## src/rtl/mips_isa_pkg.sv

```systemverilog
// Shared MIPS32 ISA constants for the program-loader encoder and the decoder:
// symbolic op enum, major opcodes, function codes and encoder FSM states.
package mips_isa_pkg;

  typedef enum logic [5:0] {
    OP_NOP   = 6'd0,
    OP_SLL   = 6'd1,
    OP_ROTR  = 6'd2,
    OP_SLLV  = 6'd3,
    OP_ROTRV = 6'd4,
    OP_JR    = 6'd5,
    OP_MOVZ  = 6'd6,
    OP_ADD   = 6'd7,
    OP_ADDU  = 6'd8,
    OP_SUB   = 6'd9,
    OP_SUBU  = 6'd10,
    OP_AND   = 6'd11,
    OP_OR    = 6'd12,
    OP_XOR   = 6'd13,
    OP_NOR   = 6'd14,
    OP_SLT   = 6'd15,
    OP_SLTU  = 6'd16,
    OP_MUL   = 6'd17,
    OP_CLZ   = 6'd18,
    OP_CLO   = 6'd19,
    OP_BEQ   = 6'd20,
    OP_BNE   = 6'd21,
    OP_BGTZ  = 6'd22,
    OP_ADDI  = 6'd23,
    OP_ADDIU = 6'd24,
    OP_SLTI  = 6'd25,
    OP_SLTIU = 6'd26,
    OP_ANDI  = 6'd27,
    OP_ORI   = 6'd28,
    OP_XORI  = 6'd29,
    OP_LUI   = 6'd30,
    OP_LB    = 6'd31,
    OP_LH    = 6'd32,
    OP_LW    = 6'd33,
    OP_LBU   = 6'd34,
    OP_LHU   = 6'd35,
    OP_SW    = 6'd36,
    OP_BLTZ  = 6'd37,
    OP_BGEZ  = 6'd38,
    OP_J     = 6'd39,
    OP_JAL   = 6'd40
  } op_e;

  // Major opcodes
  localparam logic [5:0] OPC_SPECIAL  = 6'd0;
  localparam logic [5:0] OPC_REGIMM   = 6'd1;
  localparam logic [5:0] OPC_J        = 6'd2;
  localparam logic [5:0] OPC_JAL      = 6'd3;
  localparam logic [5:0] OPC_BEQ      = 6'd4;
  localparam logic [5:0] OPC_BNE      = 6'd5;
  localparam logic [5:0] OPC_BGTZ     = 6'd7;
  localparam logic [5:0] OPC_ADDI     = 6'd8;
  localparam logic [5:0] OPC_ADDIU    = 6'd9;
  localparam logic [5:0] OPC_SLTI     = 6'd10;
  localparam logic [5:0] OPC_SLTIU    = 6'd11;
  localparam logic [5:0] OPC_ANDI     = 6'd12;
  localparam logic [5:0] OPC_ORI      = 6'd13;
  localparam logic [5:0] OPC_XORI     = 6'd14;
  localparam logic [5:0] OPC_LUI      = 6'd15;
  localparam logic [5:0] OPC_SPECIAL2 = 6'd28;
  localparam logic [5:0] OPC_LB       = 6'd32;
  localparam logic [5:0] OPC_LH       = 6'd33;
  localparam logic [5:0] OPC_LW       = 6'd35;
  localparam logic [5:0] OPC_LBU      = 6'd36;
  localparam logic [5:0] OPC_LHU      = 6'd37;
  localparam logic [5:0] OPC_SW       = 6'd43;

  // SPECIAL function codes
  localparam logic [5:0] FN_SLL   = 6'd0;
  localparam logic [5:0] FN_ROTR  = 6'd2;
  localparam logic [5:0] FN_SLLV  = 6'd4;
  localparam logic [5:0] FN_ROTRV = 6'd6;
  localparam logic [5:0] FN_JR    = 6'd8;
  localparam logic [5:0] FN_MOVZ  = 6'd10;
  localparam logic [5:0] FN_ADD   = 6'd32;
  localparam logic [5:0] FN_ADDU  = 6'd33;
  localparam logic [5:0] FN_SUB   = 6'd34;
  localparam logic [5:0] FN_SUBU  = 6'd35;
  localparam logic [5:0] FN_AND   = 6'd36;
  localparam logic [5:0] FN_OR    = 6'd37;
  localparam logic [5:0] FN_XOR   = 6'd38;
  localparam logic [5:0] FN_NOR   = 6'd39;
  localparam logic [5:0] FN_SLT   = 6'd42;
  localparam logic [5:0] FN_SLTU  = 6'd43;

  // SPECIAL2 function codes
  localparam logic [5:0] FN2_MUL = 6'd2;
  localparam logic [5:0] FN2_CLZ = 6'd32;
  localparam logic [5:0] FN2_CLO = 6'd33;

  // REGIMM selectors carried in the rt field
  localparam logic [4:0] RT_BLTZ = 5'd0;
  localparam logic [4:0] RT_BGEZ = 5'd1;

  typedef enum logic [1:0] {
    ST_IDLE = 2'd0,
    ST_PEND = 2'd1,
    ST_DONE = 2'd2
  } state_e;

  function automatic logic [31:0] rWord(input logic [4:0] rs, input logic [4:0] rt,
                                        input logic [4:0] rd, input logic [4:0] sh,
                                        input logic [5:0] fn);
    return {OPC_SPECIAL, rs, rt, rd, sh, fn};
  endfunction

  function automatic logic [31:0] s2Word(input logic [4:0] rs, input logic [4:0] rt,
                                         input logic [4:0] rd, input logic [5:0] fn);
    return {OPC_SPECIAL2, rs, rt, rd, 5'd0, fn};
  endfunction

  function automatic logic [31:0] iWord(input logic [5:0] opc, input logic [4:0] rs,
                                        input logic [4:0] rt, input logic [15:0] imm);
    return {opc, rs, rt, imm};
  endfunction

  function automatic logic [31:0] jWord(input logic [5:0] opc, input logic [25:0] target);
    return {opc, target};
  endfunction

endpackage

```

## src/rtl/mips_instr_pack.sv

```systemverilog
// Combinational packer: symbolic op plus raw fields -> MIPS32 word and a legal flag.
// Fields an instruction does not use are forced to zero so garbage inputs never leak.
module mips_instr_pack
  import mips_isa_pkg::*;
(
  input  logic [5:0]  op,
  input  logic [4:0]  rs,
  input  logic [4:0]  rt,
  input  logic [4:0]  rd,
  input  logic [4:0]  shamt,
  input  logic [15:0] imm,
  input  logic [25:0] target,
  output logic [31:0] word,
  output logic        legal
);

  always_comb begin
    word  = '0;
    legal = 1'b1;
    case (op)
      OP_NOP:   word = '0;
      // Shift-immediate forms take rs from the encoding, not the descriptor
      OP_SLL:   word = rWord(5'd0, rt, rd, shamt, FN_SLL);
      OP_ROTR:  word = rWord(5'd1, rt, rd, shamt, FN_ROTR);
      OP_SLLV:  word = rWord(rs, rt, rd, 5'd0, FN_SLLV);
      OP_ROTRV: word = rWord(rs, rt, rd, 5'd1, FN_ROTRV);
      OP_JR:    word = rWord(rs, 5'd0, 5'd0, 5'd0, FN_JR);
      OP_MOVZ:  word = rWord(rs, rt, rd, 5'd0, FN_MOVZ);
      OP_ADD:   word = rWord(rs, rt, rd, 5'd0, FN_ADD);
      OP_ADDU:  word = rWord(rs, rt, rd, 5'd0, FN_ADDU);
      OP_SUB:   word = rWord(rs, rt, rd, 5'd0, FN_SUB);
      OP_SUBU:  word = rWord(rs, rt, rd, 5'd0, FN_SUBU);
      OP_AND:   word = rWord(rs, rt, rd, 5'd0, FN_AND);
      OP_OR:    word = rWord(rs, rt, rd, 5'd0, FN_OR);
      OP_XOR:   word = rWord(rs, rt, rd, 5'd0, FN_XOR);
      OP_NOR:   word = rWord(rs, rt, rd, 5'd0, FN_NOR);
      OP_SLT:   word = rWord(rs, rt, rd, 5'd0, FN_SLT);
      OP_SLTU:  word = rWord(rs, rt, rd, 5'd0, FN_SLTU);
      OP_MUL:   word = s2Word(rs, rt, rd, FN2_MUL);
      OP_CLZ:   word = s2Word(rs, rt, rd, FN2_CLZ);
      OP_CLO:   word = s2Word(rs, rt, rd, FN2_CLO);
      OP_BEQ:   word = iWord(OPC_BEQ, rs, rt, imm);
      OP_BNE:   word = iWord(OPC_BNE, rs, rt, imm);
      OP_BGTZ:  word = iWord(OPC_BGTZ, rs, 5'd0, imm);
      OP_ADDI:  word = iWord(OPC_ADDI, rs, rt, imm);
      OP_ADDIU: word = iWord(OPC_ADDIU, rs, rt, imm);
      OP_SLTI:  word = iWord(OPC_SLTI, rs, rt, imm);
      OP_SLTIU: word = iWord(OPC_SLTIU, rs, rt, imm);
      OP_ANDI:  word = iWord(OPC_ANDI, rs, rt, imm);
      OP_ORI:   word = iWord(OPC_ORI, rs, rt, imm);
      OP_XORI:  word = iWord(OPC_XORI, rs, rt, imm);
      OP_LUI:   word = iWord(OPC_LUI, 5'd0, rt, imm);
      OP_LB:    word = iWord(OPC_LB, rs, rt, imm);
      OP_LH:    word = iWord(OPC_LH, rs, rt, imm);
      OP_LW:    word = iWord(OPC_LW, rs, rt, imm);
      OP_LBU:   word = iWord(OPC_LBU, rs, rt, imm);
      OP_LHU:   word = iWord(OPC_LHU, rs, rt, imm);
      OP_SW:    word = iWord(OPC_SW, rs, rt, imm);
      OP_BLTZ:  word = iWord(OPC_REGIMM, rs, RT_BLTZ, imm);
      OP_BGEZ:  word = iWord(OPC_REGIMM, rs, RT_BGEZ, imm);
      OP_J:     word = jWord(OPC_J, target);
      OP_JAL:   word = jWord(OPC_JAL, target);
      default: begin
        word  = '0;
        legal = 1'b0;
      end
    endcase
  end

endmodule

```

## src/rtl/mips_instr_encoder.sv

```systemverilog
// Program-loader encoder: accepts instruction descriptors, packs them and writes
// consecutive instruction-memory words through a valid/ready write port.
//
// state | meaning
// IDLE  | ready for a descriptor, no write outstanding
// PEND  | encoded word held on the memory port until mem_ready
// DONE  | program complete or memory full; waits for restart
module mips_instr_encoder
  import mips_isa_pkg::*;
#(
  parameter int                 ADDR_W    = 8,
  parameter logic [ADDR_W-1:0]  BASE_ADDR = '0
) (
  input  logic              Clk,
  input  logic              Reset,
  input  logic              restart,
  input  logic              in_valid,
  output logic              in_ready,
  input  logic [5:0]        in_op,
  input  logic [4:0]        in_rs,
  input  logic [4:0]        in_rt,
  input  logic [4:0]        in_rd,
  input  logic [4:0]        in_shamt,
  input  logic [15:0]       in_imm,
  input  logic [25:0]       in_target,
  input  logic              in_last,
  output logic              mem_we,
  input  logic              mem_ready,
  output logic [ADDR_W-1:0] mem_addr,
  output logic [31:0]       mem_wdata,
  output logic              busy,
  output logic              done,
  output logic              err_illegal,
  output logic              err_full,
  output logic [ADDR_W:0]   word_count
);

  localparam logic [ADDR_W:0] FULL_COUNT = {1'b1, {ADDR_W{1'b0}}};

  state_e            state, stateNext;
  logic [ADDR_W-1:0] addrReg, addrNext;
  logic [ADDR_W:0]   countReg, countNext, countInc;
  logic [31:0]       wdataReg, wdataNext;
  logic              pendLast, pendLastNext;
  logic              errIllegal, errIllegalNext;
  logic              errFull, errFullNext;
  logic [31:0]       packWord;
  logic              packLegal;
  logic              accept;

  mips_instr_pack uPack (
    .op     (in_op),
    .rs     (in_rs),
    .rt     (in_rt),
    .rd     (in_rd),
    .shamt  (in_shamt),
    .imm    (in_imm),
    .target (in_target),
    .word   (packWord),
    .legal  (packLegal)
  );

  assign countInc = countReg + (ADDR_W+1)'(1);

  always_comb begin
    stateNext      = state;
    addrNext       = addrReg;
    countNext      = countReg;
    wdataNext      = wdataReg;
    pendLastNext   = pendLast;
    errIllegalNext = errIllegal;
    errFullNext    = errFull;
    in_ready       = 1'b0;

    case (state)
      ST_IDLE: in_ready = 1'b1;
      // Overlap the next accept with the retiring write unless it closes the program
      ST_PEND: in_ready = mem_ready & ~pendLast & (countInc < FULL_COUNT);
      default: in_ready = 1'b0;
    endcase
    accept = in_valid & in_ready;

    case (state)
      ST_IDLE: begin
        if (accept) begin
          if (packLegal) begin
            wdataNext    = packWord;
            pendLastNext = in_last;
            stateNext    = ST_PEND;
          end else begin
            errIllegalNext = 1'b1;
            stateNext      = in_last ? ST_DONE : ST_IDLE;
          end
        end
      end
      ST_PEND: begin
        if (mem_ready) begin
          addrNext  = addrReg + ADDR_W'(1);
          countNext = countInc;
          if (pendLast) begin
            stateNext = ST_DONE;
          end else if (countInc == FULL_COUNT) begin
            stateNext   = ST_DONE;
            errFullNext = 1'b1;
          end else if (accept) begin
            if (packLegal) begin
              wdataNext    = packWord;
              pendLastNext = in_last;
              stateNext    = ST_PEND;
            end else begin
              errIllegalNext = 1'b1;
              stateNext      = in_last ? ST_DONE : ST_IDLE;
            end
          end else begin
            stateNext = ST_IDLE;
          end
        end
      end
      ST_DONE: begin
        if (restart) begin
          stateNext = ST_IDLE;
          addrNext  = BASE_ADDR;
          countNext = '0;
        end
      end
      default: stateNext = ST_IDLE;
    endcase
  end

  always_ff @(posedge Clk or negedge Reset) begin
    if (!Reset) begin
      state      <= ST_IDLE;
      addrReg    <= BASE_ADDR;
      countReg   <= '0;
      wdataReg   <= '0;
      pendLast   <= 1'b0;
      errIllegal <= 1'b0;
      errFull    <= 1'b0;
    end else begin
      state      <= stateNext;
      addrReg    <= addrNext;
      countReg   <= countNext;
      wdataReg   <= wdataNext;
      pendLast   <= pendLastNext;
      errIllegal <= errIllegalNext;
      errFull    <= errFullNext;
    end
  end

  // Write request comes straight from state so reset drops it asynchronously
  assign mem_we      = (state == ST_PEND);
  assign busy        = (state == ST_PEND);
  assign done        = (state == ST_DONE);
  assign mem_addr    = addrReg;
  assign mem_wdata   = wdataReg;
  assign word_count  = countReg;
  assign err_illegal = errIllegal;
  assign err_full    = errFull;

endmodule

```

## config.mk

```make
export PLATFORM = sky130hd
export DESIGN_NAME = mips_instr_encoder
export DESIGN_NICKNAME = d
export VERILOG_FILES = /design/src/rtl/mips_isa_pkg.sv /design/src/rtl/mips_instr_pack.sv /design/src/rtl/mips_instr_encoder.sv
export SDC_FILE = /design/constraint.sdc
export NUM_CORES = 1
export LEC_CHECK = 0
export CORE_ASPECT_RATIO = 1.75
export CORE_MARGIN = 1.5
export CORE_UTILIZATION = 46
export CTS_BUF_LIST = sky130_fd_sc_hd__clkbuf_16
export DETAILED_ROUTE_END_ITERATION = 8
export HOLD_SLACK_MARGIN = 0.08
export MAX_ROUTING_LAYER = met4
export PLACE_DENSITY = 0.81
export SYNTH_ARGS = -nofsm -noshare
export SYNTH_HDL_FRONTEND = slang
export SYNTH_HIERARCHICAL = 1
export SYNTH_SLANG_ARGS = --single-unit
```

## constraint.sdc

```tcl
create_clock -name Clk -period 2.61 [get_ports Clk]
set_input_delay 0.261 -clock Clk [delete_from_list [all_inputs] [get_ports Clk]]
set_output_delay 0.261 -clock Clk [all_outputs]
set_load 0.1 [all_outputs]
```

Word-level counts from Yosys, hierarchy flattened

Index checks and enable logic that the tools add are counted.

$lt $le $gt $ge: 1
Add/subtract/negate cells: 2
Reduce and logical (&&, ||, !) cells: 10
Multiplexer cells: 38
Bitwise gates (word level): 4
Equality and inequality tests: 49

Operators by type and width:

| cell                | count |
|---|---|
| $pmux 32 s40        | 1 |
| $mux 32             | 5 |
| $eq 6x5->1 const B  | 16 |
| $pmux 32 s2         | 1 |
| $eq 6x6->1 const B  | 9 |
| $eq 6x4->1 const B  | 8 |
| $reduce_or 41->1    | 1 |
| $eq 6x3->1 const B  | 4 |
| $mux 9              | 2 |
| $pmux 9 s2          | 1 |
| $mux 2              | 8 |
| $mux 8              | 2 |
| $pmux 8 s2          | 1 |
| $mux 1              | 13 |
| $eq 6x2->1 const B  | 2 |
| $ne 2x2->1 const B  | 6 |
| $reduce_and 4->1    | 3 |
| $add 9x1->9 const B | 1 |
| $eq 9x9->1 const B  | 1 |
| $lt 9x9->1 const B  | 1 |
| $add 8x1->8 const B | 1 |
| $eq 6x1->1 const B  | 1 |
| $logic_not 6->1     | 1 |
| $pmux 1 s2          | 3 |
| other kinds (8)     | 12 |

Register bits after elaboration: 54
Output and inout port bits: 55
Input port bits: 74

Longest topological paths before layout

Gate-level depths: netlist (run 1).

Depth in word-level cells: 10
Mapped depth: 9
Mapped depth without buffers: 7

Hierarchy

The synthesis (run 1) kept the hierarchy.

Modules (own cells, without submodules):

| module             | area an instance (µm²) | cells an instance | instances |
|---|---|---|---|
| mips_instr_encoder | 2583.7                 | 205               | 1 |
| mips_instr_pack    | 1087.3                 | 154               | 1 |

Worst setup path before layout (run 1)

Ideal clock, no wire load.

Path kind: reg-to-output
Start point: reg countReg[0], in the netlist word_count[0]
End point: out in_ready
Cell stages (with the launch flop): 6
Arrival: 2.594 ns
Setup slack: -0.245 ns
Cell sequence: dfrtp_1 > ha_1 > nand4_1 > nor4b_2 > nor3_1 > inv_1

Longest elaborated chain between the ends: 4

RTL lines:

| what                   | RTL line                  | text |
|---|---|---|
| start, declared        | mips_instr_encoder.sv:42  | `logic [ADDR_W:0] countReg, countNext, countInc;` |
| start signal, assigned | mips_instr_encoder.sv:142 | `countReg <= countNext;` |
| $add 9x1->9            | mips_instr_encoder.sv:63  | `assign countInc = countReg + (ADDR_W+1)'(1);` |
| $lt 9x9->1             | mips_instr_encoder.sv:78  | `ST_PEND: in_ready = mem_ready & ~pendLast & (countInc < FULL_COUNT);` |
| $and 1x1->1            | mips_instr_encoder.sv:78  |  |
| $pmux 1 s2             | mips_instr_encoder.sv:75  | `case (state)` |
| end, declared          | mips_instr_encoder.sv:18  | `output logic in_ready,` |

No other way between the ends.

Final worst setup path (run 1)

Same ends and word-level chain as after synthesis.

==> results of run 1 <==
## synthesized netlist by cell type (all sizes together), types with 4 or more instances
cell    count  area share [%]
dfrtp      54              37
a21o        5             1.0
a221o       8             2.2
a21oi      15             2.7
clkbuf      8            0.82
mux2       33              13
nor3b       4            0.82
a31oi       6             1.0
nor2b       9             1.5
nand3b      6             1.2
o22ai       6             1.0
nor2       23             2.4
a22o       16             3.8
buf        23             4.7
nand2b     11             1.9
nand2      17             1.7
nand4       6             1.0
nand3       9             1.2
and3        5            0.85
o31ai       4            0.82
inv        14             1.4
o21ai      19             2.6
a222oi      4             1.1
## worst max-delay path: stages (launching register included)
cell and delay, ns:
dfrtp_2 0.41, ha_1 0.32, and4_4 0.29, a211oi_2 0.10
nor3_1 0.40, inv_1 0.14, buf_12 0.19
## state kept, by name, summed over array words and instances (netlist names)
name / flops
mem_addr: 8
word_count: 9
err_full: 1
state: 2
mem_wdata: 32
err_illegal: 1
pendLast: 1
## report_power, final
part           switching (mW)  total [mW]  internal, mW
Combinational            2.73        3.78          1.05
Clock                   0.293       0.645         0.352
Sequential              0.217        1.33          1.11
Total                    3.24        5.76          2.51
## layout make-up
cell class	instances	area [um2]	area share (%)
clock buffer	5	125.1	2.432
clock inverter	3	17.52	0.3405
inverter	14	52.55	1.022
multi-input combinational	260	2066	40.16
sequential	54	1356	26.37
tap	88	110.1	2.141
timing repair buffer	158	1416	27.54
## kinds of logic (layout without fill, tap and decap cells)
kind of cell             Yosys count  after routing  share of synthesized area (%)
buffers and inverters             45            180                          6.987
AO/OA/AOI/OAI                    110            110                          23.45
XOR/XNOR                           6              6                          1.432
AND/OR/NAND/NOR                  108            108                          17.04
multiplexers                      34             34                          13.60
adder cells (fa/ha/maj)            2              2                         0.6816
flip-flops                        54             54                          36.81
## stage by stage
| stage | instance area, um2 | worst slack, ns | utilization, % |
|---|---|---|---|
| final | 5144 | 0.2039 | 67.04 |
| after global placement | 4991 | 0.07654 | 65.05 |
| after floorplan | 3679 | -0.01695 | - |
| after CTS | 5144 | 0.2290 | 67.04 |
| after detailed placement | 4991 | -0.007304 | 65.05 |
| after global routing | 5144 | 0.1141 | 67.04 |
## what timing repair did
action	CTS	global route
setup buffers	0	0
endpoints found under the hold margin	23	0
hold buffers	1	0
## layer usage
| layer | GRT usage [%] | share of wire [%] | vias to the layer above |
|---|---|---|---|
| li1 | - | - | 1622 |
| met1 | 28.97 | 38 | 1671 |
| met2 | 44.16 | 54 | 159 |
| met3 | 2.492 | 5.0 | 32 |
| met4 | 10.97 | 3.5 | 0 |
| met5 | - | 0 | - |
## final timing paths
| check | from | end |
|---|---|---|
| hold / removal | Reset | word_count[3]$_DFFE_PN0P_ |
| min in group Clk | err_full$_DFFE_PN0P_ | err_full$_DFFE_PN0P_ |
| setup reg to reg | word_count[0]$_DFFE_PN0P_ | mem_wdata[0]$_DFFE_PN0P_ |
| setup / recovery | word_count[0]$_DFFE_PN0P_ | in_ready |
| hold reg to reg | err_full$_DFFE_PN0P_ | err_full$_DFFE_PN0P_ |
| max in group asynchronous | Reset | mem_wdata[15]$_DFFE_PN0P_ |
==> results.toml, run 1 <==
[synthesis]
syn_nets = 435
netlist_area_mm2 = 0.003671
syn_inst = 359
synth_ff_type = "dfrtp_1"
yosys_warnings = 6
synth_edf_count = 0
synthArstFlopShare_pct = 100.0
synthDistinctLibCells = 66
ys_seq_area_share_pct = 36.81
synth-seq-cells = 54
syn_avg_cell_area_um2 = 10.23

[run_status]
status = "finished, final reports clean"

[sta]
fmax_mhz = 415.6
hold_viol = 0
min_period_ns = 2.406
fin_crit_sh_pct = 92.19
hold_ws_ns = 0.4861
setup_tns_ns = 0
setup_viol = 0
report.final.slew_viol_count = 0
slew_headroom_pct = 23.21
rsz0062_at_grt = "no"
worst_pin_slew_ns = 1.152
finClkSkew_ns = 0.006994

[pwr]
power_mw = 5.759
p_per_area_mw_per_mm2 = 1120
ir_worst_vdd_v = 0.0007558
leakagePower_nw = 2.415

[layout]
fin_cells = 582
layout_common_cells = "buf_4, clkdlybuf4s50_1, dfrtp_1"
fill_cells = 613
nNetsFinal = 569
diodes = 0
area_growth_syn_to_layout_pct = 40.12
final_common_cell = "buf_4"
drive_gt1_share_pct = 28.95

[clock_tree]
cts_tree = "yes"
clkLatencyLatePin_ns = 0.29
clk_pin_slew_ns = 0.07
cts_resized = 0
cts_buffers = 5
clockRootBuffer = "clkbuf_16"
htreeDepth = 2
cts_buffer_depth = 2
clock-sinks = 54

[global_routing]
grt_max_degree = 26
grt_pass1_vias = 3435
grt_pass1_wl_um = 16730
grtUsageTotal_pct = 25.16
antenna_found_initial = 0
gr-total-overflow = 0

[route]
wire_per_inst_um = 18.19
drt_iter0_markers = 281
dr.pass1.iters = 5
drc_errors = 0
vias_per_cell = 5.986
routed_wl_um = 10590
vias = 3484
ant_nets = 0

[worst_setup_path]
cp-start-kind = "flop"
cp.required_ns = 2.35
critical_path_arrival_ns = 2.15
cp_max_fo = 7
worst_setup_path_end_kind = "primary output"
crit_type = "flop to primary output"
reg2reg_slack_ns = 0.41
worstRegToRegCells = 6

[place]
port_buffers = 128
hpwl_um = 8314
place_congestion = 1.029
dp_cells = 573

[floorplan]
coreArea_mm2 = 0.007672
pin_count = 129
die_area_mm2 = 0.008546
fp.dieH_um = 121.2
rows = 42
start_util_pct = 47.85
die_x_um = 70.53

[job]
maxCapViolCount = 0

[hold_path]
hold_path.class = "primary input to asynchronous set/reset pin"
Note: power is estimated with default switching activity, not from simulation.
==> run 2, diff against run 1 <==
--- a/config.mk
+++ b/config.mk
@@ -7,12 +7,12 @@
 export LEC_CHECK = 0
 export CORE_ASPECT_RATIO = 1.75
 export CORE_MARGIN = 1.5
-export CORE_UTILIZATION = 46
+export CORE_UTILIZATION = 45
 export CTS_BUF_LIST = sky130_fd_sc_hd__clkbuf_16
 export DETAILED_ROUTE_END_ITERATION = 8
 export HOLD_SLACK_MARGIN = 0.08
 export MAX_ROUTING_LAYER = met4
-export PLACE_DENSITY = 0.81
+export PLACE_DENSITY = 0.8
 export SYNTH_ARGS = -nofsm -noshare
 export SYNTH_HDL_FRONTEND = slang
 export SYNTH_HIERARCHICAL = 1
==> results.toml, run 2 (same netlist as run 1, synthesis figures left out) <==
[place]
port_buffers = 128
hpwl_um = 8353
place_congestion = 0.9011
dp_cells = 569
placed_area_mm2 = 0.004961

[sta]
fin_crit_sh_pct = 91.41
setup_tns_ns = 0
finClkSkew_ns = 0.009279
report.final.slew_viol_count = 0
fmax_mhz = 419.1
worst_pin_slew_ns = 1.191
setup_viol = 0
rsz0062_at_grt = "no"
slew_headroom_pct = 20.57
min_period_ns = 2.386
hold_viol = 0

[floorplan]
die_area_mm2 = 0.008730
start_util_pct = 46.42
coreArea_mm2 = 0.007909
die_x_um = 71.28
fp.dieH_um = 122.5
rows = 43
pin_count = 129

[worst_setup_path]
slowest_stage = "dfrtp_2"
crit_family = "simple AND/OR/NAND/NOR gates"
critical_path_arrival_ns = 2.12
cp_cell_sequence = "ha_1, and4_4, a211oi_2, nor3_1, inv_1, buf_12"
crit_buf_inv = 2
crit_type = "flop to primary output"
cp_max_fo = 7
slowest_delay_ns = 0.41
worst_setup_path_end_kind = "primary output"
cp.required_ns = 2.35
cp-start-kind = "flop"

[clock_tree]
postCtsSetupRepairBufs = 0
hold_buffers = 1
clkLatencyLatePin_ns = 0.30
cts_resized = 0
htreeDepth = 2
cts_buffers = 5
clock-sinks = 54
cts_buffer_depth = 2
clk_pin_slew_ns = 0.07
cts_tree = "yes"
clockRootBuffer = "clkbuf_16"

[global_routing]
grt_pass1_wl_um = 16680
grt_use_met2_pct = 44.10
grt_pass1_vias = 3420
antenna_found_initial = 0
grtUsageTotal_pct = 24.73
use_met3_pct = 2.956
grtUsageMet1_pct = 27.21
grt_max_degree = 24
gr-total-overflow = 0
busiest_layer = "met2"

[layout]
area_growth_syn_to_layout_pct = 39.37
drive_gt1_share_pct = 28.07
fin_area_mm2 = 0.005116
diodes = 0
final_core_util_pct = 64.69
nNetsFinal = 563
layout_common_cells = "buf_4, clkdlybuf4s50_1, dfrtp_1"
fin_cells = 578
largest_reg_flops = 32
final_common_cell = "buf_4"

[route]
dr.pass1.iters = 5
drc_errors = 0
routed_wl_um = 10690
vias = 3464
drt_iter0_markers = 177
ant_nets = 0
vias_per_cell = 5.993
wire_per_inst_um = 18.49

[hold_path]
hold_path.class = "primary input to asynchronous set/reset pin"

[pwr]
power_mw = 5.761
leakagePower_nw = 2.383
ir_worst_vdd_v = 0.0005924
p_per_area_mw_per_mm2 = 1126

[run_status]
status = "finished, final reports clean"

[job]
maxCapViolCount = 0
-- run 2: cell count changes in the layout (fill, tap and decap cells not counted) --
cell	before	now
clkinv_2	1	0
clkinvlp_4	0	1
buf_4	80	73
clkinv_1	0	1
clkinv_4	1	0
inv_6	0	1
inv_1	14	13
buf_12	4	5
-- run 2: final cells by class --
cell class,count,area (um2)
clock buffer,5,125.1
fill,638,2793
multi-input combinational,260,2066
timing repair buffer,152,1384
tap,90,112.6
clock inverter,3,20.02
inverter,14,52.55
sequential,54,1356
-- run 2: path summary, 6_finish.rpt --
kind / start / endpoint / cells past startpoint / slack (ns)
setup / recovery: word_count[0]$_DFFE_PN0P_ / in_ready / 6 / 0.22
hold / removal: Reset / word_count[4]$_DFFE_PN0P_ / 2 / 0.43
setup reg to reg: word_count[0]$_DFFE_PN0P_ / mem_wdata[2]$_DFFE_PN0P_ / 6 / 0.40
hold reg to reg: err_illegal$_DFFE_PN0P_ / err_illegal$_DFFE_PN0P_ / 1 / 0.50
max in group asynchronous: Reset / mem_wdata[16]$_DFFE_PN0P_ / 3 / 1.55
min in group Clk: err_illegal$_DFFE_PN0P_ / err_illegal$_DFFE_PN0P_ / 1 / 0.50
-- run 2: per-stage QoR --
| stage | hold WS [ns] | worst slack (ns) |
|---|---|---|
| after floorplan | -0.03459 | -0.01695 |
| after global placement | 0.2155 | 0.09009 |
| after detailed placement | 0.2169 | -0.01651 |
| after CTS | 0.4370 | 0.2618 |
| after global routing | 0.4644 | 0.1293 |
| final | 0.4252 | 0.2242 |
-- run 2: per-layer routing --
layer / up-vias / part of all wire (%)
li1: 1614 / -
met1: 1684 / 36
met2: 138 / 55
met3: 28 / 5.0
met4: 0 / 3.5
met5: - / 0
-- run 2: where the power goes --
part	switching, mW	leakage (nW)	internal, mW
registers	0.254	0.703	1.11
logic	2.70	1.61	1.03
clock network	0.305	0.0679	0.356
==> run 3, diff against run 2 <==
--- a/config.mk
+++ b/config.mk
@@ -17,3 +17,4 @@
 export SYNTH_HDL_FRONTEND = slang
 export SYNTH_HIERARCHICAL = 1
 export SYNTH_SLANG_ARGS = --single-unit
+export TNS_END_PERCENT = 100
==> results of run 3 <==
No change in the layout: final DEF, timing and power equal those of run 2.
